File: config.mk
export PLATFORM = sky130hd
export DESIGN_NAME = cp0_nested_flat
export DESIGN_NICKNAME = d
export VERILOG_FILES = /design/src/rtl/cp0_nested_if.sv /design/src/rtl/cp0_nested.sv /design/src/flat_wrapper.sv
export SDC_FILE = /design/constraint.sdc
export NUM_CORES = 1
export LEC_CHECK = 0
export BUFFER_PORTS_ARGS = -buffer_cell sky130_fd_sc_hd__buf_2
export CORE_UTILIZATION = 45
export CTS_CLUSTER_SIZE = 28
export DETAILED_ROUTE_END_ITERATION = 7
export GPL_ROUTABILITY_DRIVEN = 0
export PLACE_DENSITY = 0.69
export SLEW_MARGIN = 20
export SYNTH_ARGS = -nofsm -noshare
export SYNTH_HDL_FRONTEND = slang
export SYNTH_SLANG_ARGS = --single-unit
File: constraint.sdc
create_clock -name clk -period 4.8 [get_ports clk]
set_input_delay 0.96 -clock clk [delete_from_list [all_inputs] [get_ports clk]]
set_output_delay 0.96 -clock clk [all_outputs]
set_load 0.05 [all_outputs]
File: src/rtl/cp0_nested_if.sv
// Core-side request/response bundle for the nested CP0.
// The core drives requests; CP0 returns read data, redirect and state.
interface cp0_nested_if #(
    parameter int IRQ_N = 5
);
    logic             mfc0;
    logic             mtc0;
    logic [31:0]      pc;
    logic [4:0]       addr;
    logic [31:0]      wdata;
    logic             exception;
    logic             eret;
    logic [4:0]       cause;
    logic [IRQ_N-1:0] irq;
    logic [31:0]      rdata;
    logic [31:0]      status;
    logic [31:0]      exc_addr;
    logic             irq_take;
    logic [3:0]       nest_level;
    logic             overflow;

    modport master (
        output mfc0, mtc0, pc, addr, wdata,
        output exception, eret, cause, irq,
        input  rdata, status, exc_addr,
        input  irq_take, nest_level, overflow
    );

    modport slave (
        input  mfc0, mtc0, pc, addr, wdata,
        input  exception, eret, cause, irq,
        output rdata, status, exc_addr,
        output irq_take, nest_level, overflow
    );
endinterface

File: src/rtl/cp0_nested.sv
// Coprocessor 0 with a STATUS/EPC save stack for nested exceptions,
// maskable hardware interrupts and a COUNT/COMPARE timer.
module cp0_nested #(
    parameter int          NEST_DEPTH = 4,
    parameter int          IRQ_N      = 5,
    parameter logic [31:0] EXC_VECTOR = 32'h00400004
) (
    input logic         clk,
    input logic         rst,
    cp0_nested_if.slave bus
);
    localparam int AW = (NEST_DEPTH > 1) ? $clog2(NEST_DEPTH) : 1;
    localparam int SD = 1 << AW;
    localparam logic [3:0] DEPTH = 4'(NEST_DEPTH);

    logic [31:0]      count;
    logic [31:0]      compare;
    logic [31:0]      status_r;
    logic [31:0]      epc;
    logic             ip7;
    logic [IRQ_N-1:0] ip_hw;
    logic [1:0]       ip_sw;
    logic [4:0]       exc_code;
    logic [3:0]       lvl;
    logic             ovf;
    logic [31:0]      stk_status [SD];
    logic [31:0]      stk_epc    [SD];

    logic [31:0]   cause_v;
    logic [7:0]    pending;
    logic          take;
    logic          entry;
    logic [4:0]    entry_code;
    logic [AW-1:0] push_idx;
    logic [AW-1:0] pop_idx;

    always_comb begin
        cause_v      = '0;
        cause_v[15]  = ip7;
        cause_v[9:8] = ip_sw;
        cause_v[6:2] = exc_code;
        for (int i = 0; i < IRQ_N; i++) begin
            cause_v[10+i] = ip_hw[i];
        end
    end

    assign pending    = cause_v[15:8] & status_r[15:8];
    assign take       = status_r[0] & (|pending)
                      & ~bus.exception & ~bus.eret;
    assign entry      = bus.exception | take;
    assign entry_code = bus.exception ? bus.cause : 5'd0;
    // At full depth the low bits wrap, but no push happens then.
    assign push_idx   = lvl[AW-1:0];
    assign pop_idx    = push_idx - AW'(1);

    always_comb begin
        bus.rdata = '0;
        if (bus.mfc0) begin
            case (bus.addr)
                5'd9:    bus.rdata = count;
                5'd11:   bus.rdata = compare;
                5'd12:   bus.rdata = status_r;
                5'd13:   bus.rdata = cause_v;
                5'd14:   bus.rdata = epc;
                default: bus.rdata = '0;
            endcase
        end
    end

    assign bus.status     = status_r;
    assign bus.exc_addr   = bus.eret ? epc : EXC_VECTOR;
    assign bus.irq_take   = take;
    assign bus.nest_level = lvl;
    assign bus.overflow   = ovf;

    always_ff @(posedge clk) begin
        if (rst) begin
            count    <= '0;
            compare  <= '0;
            status_r <= 32'h0000000F;
            epc      <= '0;
            ip7      <= 1'b0;
            ip_hw    <= '0;
            ip_sw    <= '0;
            exc_code <= '0;
            lvl      <= '0;
            ovf      <= 1'b0;
            for (int i = 0; i < SD; i++) begin
                stk_status[i] <= '0;
                stk_epc[i]    <= '0;
            end
        end else begin
            count <= count + 32'd1;
            ip_hw <= bus.irq;
            if (count == compare && compare != 32'd0) begin
                ip7 <= 1'b1;
            end
            if (entry) begin
                if (lvl < DEPTH) begin
                    stk_status[push_idx] <= status_r;
                    stk_epc[push_idx]    <= epc;
                    lvl                  <= lvl + 4'd1;
                end else begin
                    ovf <= 1'b1;
                end
                epc      <= bus.pc;
                exc_code <= entry_code;
                status_r <= status_r << 5;
            end else if (bus.eret) begin
                if (lvl != 4'd0) begin
                    status_r <= stk_status[pop_idx];
                    epc      <= stk_epc[pop_idx];
                    lvl      <= lvl - 4'd1;
                end else begin
                    status_r[0] <= 1'b1;
                end
            end else if (bus.mtc0) begin
                case (bus.addr)
                    5'd9:  count <= bus.wdata;
                    5'd11: begin
                        compare <= bus.wdata;
                        ip7     <= 1'b0;
                    end
                    5'd12: status_r <= bus.wdata;
                    5'd13: ip_sw <= bus.wdata[9:8];
                    5'd14: epc <= bus.wdata;
                    default: ;
                endcase
            end
        end
    end
endmodule

File: src/flat_wrapper.sv
// flat-port wrapper written by rule: the top's interface ports become plain ports
module cp0_nested_flat 
#(
    parameter int          NEST_DEPTH = 4,
    parameter int          IRQ_N      = 5,
    parameter logic [31:0] EXC_VECTOR = 32'h00400004
)
  (clk, rst, bus_mfc0, bus_mtc0, bus_pc, bus_addr, bus_wdata, bus_exception, bus_eret, bus_cause, bus_irq, bus_rdata, bus_status, bus_exc_addr, bus_irq_take, bus_nest_level, bus_overflow);
  cp0_nested_if #(.IRQ_N(IRQ_N)) bus_i ();
  input logic clk;
  input logic rst;
  input wire logic [$bits(bus_i.mfc0)-1:0] bus_mfc0;
  input wire logic [$bits(bus_i.mtc0)-1:0] bus_mtc0;
  input wire logic [$bits(bus_i.pc)-1:0] bus_pc;
  input wire logic [$bits(bus_i.addr)-1:0] bus_addr;
  input wire logic [$bits(bus_i.wdata)-1:0] bus_wdata;
  input wire logic [$bits(bus_i.exception)-1:0] bus_exception;
  input wire logic [$bits(bus_i.eret)-1:0] bus_eret;
  input wire logic [$bits(bus_i.cause)-1:0] bus_cause;
  input wire logic [$bits(bus_i.irq)-1:0] bus_irq;
  output wire logic [$bits(bus_i.rdata)-1:0] bus_rdata;
  output wire logic [$bits(bus_i.status)-1:0] bus_status;
  output wire logic [$bits(bus_i.exc_addr)-1:0] bus_exc_addr;
  output wire logic [$bits(bus_i.irq_take)-1:0] bus_irq_take;
  output wire logic [$bits(bus_i.nest_level)-1:0] bus_nest_level;
  output wire logic [$bits(bus_i.overflow)-1:0] bus_overflow;
  assign bus_i.mfc0 = bus_mfc0;
  assign bus_i.mtc0 = bus_mtc0;
  assign bus_i.pc = bus_pc;
  assign bus_i.addr = bus_addr;
  assign bus_i.wdata = bus_wdata;
  assign bus_i.exception = bus_exception;
  assign bus_i.eret = bus_eret;
  assign bus_i.cause = bus_cause;
  assign bus_i.irq = bus_irq;
  assign bus_rdata = bus_i.rdata;
  assign bus_status = bus_i.status;
  assign bus_exc_addr = bus_i.exc_addr;
  assign bus_irq_take = bus_i.irq_take;
  assign bus_nest_level = bus_i.nest_level;
  assign bus_overflow = bus_i.overflow;
  cp0_nested #(.NEST_DEPTH(NEST_DEPTH), .IRQ_N(IRQ_N), .EXC_VECTOR(EXC_VECTOR)) u_core (.clk(clk), .rst(rst), .bus(bus_i));
endmodule
==> impl_metrics.py <==
metrics = {
    "outcome": {
        "outcome": "completed",
    },
    "floorplan": {
        "floorplan.die.height_um": 212,
        "design.core.area_um2": 43300,
        "dieArea_um2": 44800,
        "ioPinCount": 187,
        "rows": 76,
        "dieWidth_um": 212,
        "effective_utilization_at_floorplan_pct": 45.7,
    },
    "worst_hold_path": {
        "cell_depth_of_the_worst_min_delay_path": 2,
        "hold_path_end": "u_core.exc_code[4]",
        "hold_class": "reg2reg",
        "worstHoldStart": "u_core.exc_code[4]",
    },
    "timing": {
        "timing.final.max_slew_violations": 0,
        "hold_viol_final": 0,
        "setup_violations": 0,
        "normalized_max_slew_margin_pct": 28.8,
        "final_critical_path_required_period_ps": 4010,
        "timing_worst_slew_pin_value_ps": 1070,
        "finalCritPeriodShare_pct": 83.6,
        "setup-tns-final_ps": 0,
        "max_freq_ghz": 0.249,
        "rsz0062_at_grt": "false",
        "skew_ps": 15.9,
        "whs_ps": 476,
    },
    "pwr": {
        "pwr-share-clk_pct": 30.6,
        "share_seq_of_total_power_pct": 42.4,
        "peakVddDrop_mv": 0.311,
        "power.net_switching_uw": 3660,
        "power.combinational.fraction_pct": 27.1,
        "switching_share_pct": 34.0,
        "cellLeakagePower_uw": 0.00847,
        "power.density_nw_per_um2": 474,
        "cellInternalPower_uw": 7120,
    },
    "place": {
        "placement.io_buffers": 186,
        "dp_hpwl_um": 39700,
    },
    "finish": {
        "syn_to_final_growth_pct": 14.9,
        "fillerInstances": 3856,
        "layout.cells.most_common_list": "sky130_fd_sc_hd__and2_1 (286), sky130_fd_sc_hd__edfxtp_1 (256), sky130_fd_sc_hd__buf_2 (185)",
        "finalNetCount": 2009,
        "drive_gt1_share_pct": 16.6,
        "layout_commonest_cell": "sky130_fd_sc_hd__and2_1",
    },
    "synth": {
        "ys.flop_type": "sky130_fd_sc_hd__edfxtp_1",
        "seq_area_frac_synth_pct": 53.6,
        "yosysTopAreaCell": "sky130_fd_sc_hd__edfxtp_1",
        "ys_seq_elements": 402,
        "yosys_warnings": 0,
        "post_synth_instance_area_um2": 19800,
        "synthTopCellsByArea": "sky130_fd_sc_hd__edfxtp_1 (39%), sky130_fd_sc_hd__dfxtp_1 (15%), sky130_fd_sc_hd__mux2i_1 (9.3%)",
        "mappedNetlistNets": 1883,
        "synth_top_area_share_pct": 38.8,
        "asyncSetResetFlopFracSynth_pct": 0,
        "synth_enable_flop_cells": 256,
        "post_synth_num_cell_types": 62,
        "synth_area_per_cell_um2": 11.0,
        "syn_inst": 1793,
    },
    "cts": {
        "cts_tree": "built",
        "htreeDepth": 2,
        "cts_bufs_inserted": 42,
        "cts.reportedPaths.clkPinSlew_ps": 60,
        "cts_hold_buffers": 0,
        "cts.repair_timing.setup_buffer_count": 0,
        "cts.sink_count": 402,
        "cts-resized-gates": 0,
        "insertion_delay_ps": 550,
        "root_buffer": "sky130_fd_sc_hd__clkbuf_16",
        "max-clock-path-buffers": 3,
    },
    "detailed_routing": {
        "route.detailed.wl_per_inst_um": 24.3,
        "dr.pass1.iters": 5,
        "number_of_nets_with_antenna_violations_after_detailed_routing": 0,
        "routed_via_density": 5.94,
        "drt-initial-drc-count": 1389,
        "number_of_remaining_drc_errors": 0,
        "detailroute.via_count": 15110,
        "postRouteWirelength_um": 61700,
    },
    "global_route": {
        "grt_pass1_wl_um": 91600,
        "groute.usage.overall_pct": 27.4,
        "initial_antenna_violation_count": 2,
        "grt.overflow.total": 0,
        "maximum_number_of_pins_on_one_net_before_global_route_repair": 83,
        "grt_pass1_vias": 14611,
    },
    "setup_path": {
        "critical_path_required_ps": 3840,
        "worst-setup-path-type": "in2out",
        "reg2regPathDepth": 7,
        "timing.reg2reg.setup_slack_ps": 1070,
        "startpoint_type": "input port",
        "timing.critical_path.arrival_ps": 3050,
        "crit_path_frequent_cell": "sky130_fd_sc_hd__buf_2",
        "slowest_delay_ps": 890,
        "critical_path.cell_chain": "buf_2 > nor2b_1 > and4_1 > buf_4 > a221oi_1 > nor2_1 > buf_2",
        "r2r_end": "u_core.epc[31]",
        "crit-reg2reg-launch": "u_core.bus.status[9]",
        "timing.critical_path.to_type": "output pin",
        "critical-path-slowest-cell": "sky130_fd_sc_hd__and4_1",
        "critical_path.max_fanout": 12,
    },
    "run": {
        "cap_violations": 0,
    },
}
## area by class of cell
cell class              instances  area, um2  share of cell area, %
clock buffers                  64       1270                   5.58
clock inverters                14        124                  0.545
well taps                     585        732                   3.22
inverters                       8       30.0                  0.132
multi-input cells            1237       8610                   37.9
repair buffers                228       1350                   5.93
flip-flops and latches        402      10600                   46.7
diodes                          4       10.0                 0.0440
## worst max-delay path: cells and delay by family
family | cells | cell delay, ps
buf+inv | 3 | 710
simple gates | 3 | 1250
compound gates | 1 | 120
## cell usage after synthesis (all sizes together), types with 4 or more instances
library cell  count
and2            286
edfxtp          256
mux2i           184
nor2            158
dfxtp           146
clkbuf          111
nand2            97
nand2b           61
xnor2            61
o221ai           57
a21oi            54
a211oi           36
buf              35
a221oi           32
o2bb2ai          32
o32ai            27
nand3            25
nor4             20
nand4            15
nor3             11
nor2b             9
and3              8
and4              7
inv               7
mux4              6
or2               6
a21o              4
a22o              4
ha                4
## registers in the layout (all words and copies together), names as in the netlist
name,count
u_core.bus.nest_level,4
u_core.ip7,1
u_core.epc,32
u_core.bus.overflow,1
u_core.bus.status,32
u_core.exc_code,5
u_core.ip_sw,2
u_core.count,32
u_core.stk_epc,128
u_core.ip_hw,5
u_core.compare,32
u_core.stk_status,128
## power by group through the flow
stage               sequential, uW  combinational, uW  clock [uW]
finish                        4570               2920        3290
global route                  4610               3080        3450
CTS                           4550               2920        3310
detailed placement            4630               2910           0
global placement              4600               2870           0
floorplan                     4710               1790           0
## kinds of logic after synthesis
| kind of cell | after synthesis | synth area share, % |
|---|---|---|
| buffers and inverters | 154 | 3.31 |
| and+or+nand+nor | 715 | 19.4 |
| adders and majority gates | 5 | 0.354 |
| DFF | 402 | 53.6 |
| muxes | 190 | 9.99 |
| xor gates and xnor gates | 64 | 2.83 |
| AOI/OAI and AO/OA | 263 | 10.5 |
## layer usage
| metal | vias up | wire length [um] | GRT usage, % |
|---|---|---|---|
| li1 | 6766 | - | - |
| met2 | 694 | 28700 | 44.0 |
| met5 | - | 0 | 0 |
| met1 | 7507 | 25800 | 37.3 |
| met4 | 0 | 2400 | 10.8 |
| met3 | 143 | 4820 | 3.93 |
## how the worst max path moves through the flow
stage,end,from,cells past startpoint,slack (ps)
3_5_place_dp,bus_rdata[16],bus_addr[3],7,780
2_1_floorplan,bus_rdata[8],bus_addr[1],6,990
6_report,bus_rdata[16],bus_addr[3],7,790
4_1_cts,bus_rdata[16],bus_addr[3],7,780
3_3_place_gp,bus_rdata[23],bus_addr[3],7,860
5_1_grt,bus_rdata[16],bus_addr[3],7,750
## stage by stage
step / power, uW / setup slack, ps / instances / instance area [um2] / util, %
2_1_floorplan: 6500 / 987 / 1793 / 19800 / -
3_3_place_gp: 7470 / 863 / 2460 / 21300 / 49.3
3_5_place_dp: 7540 / 779 / 2460 / 21300 / 49.3
4_1_cts: 10800 / 780 / 2538 / 22700 / 52.5
5_1_grt: 11100 / 754 / 2539 / 22700 / 52.5
6_report: 10800 / 787 / 2542 / 22700 / 52.5
No activity file was read; power rests on OpenSTA's default activity.
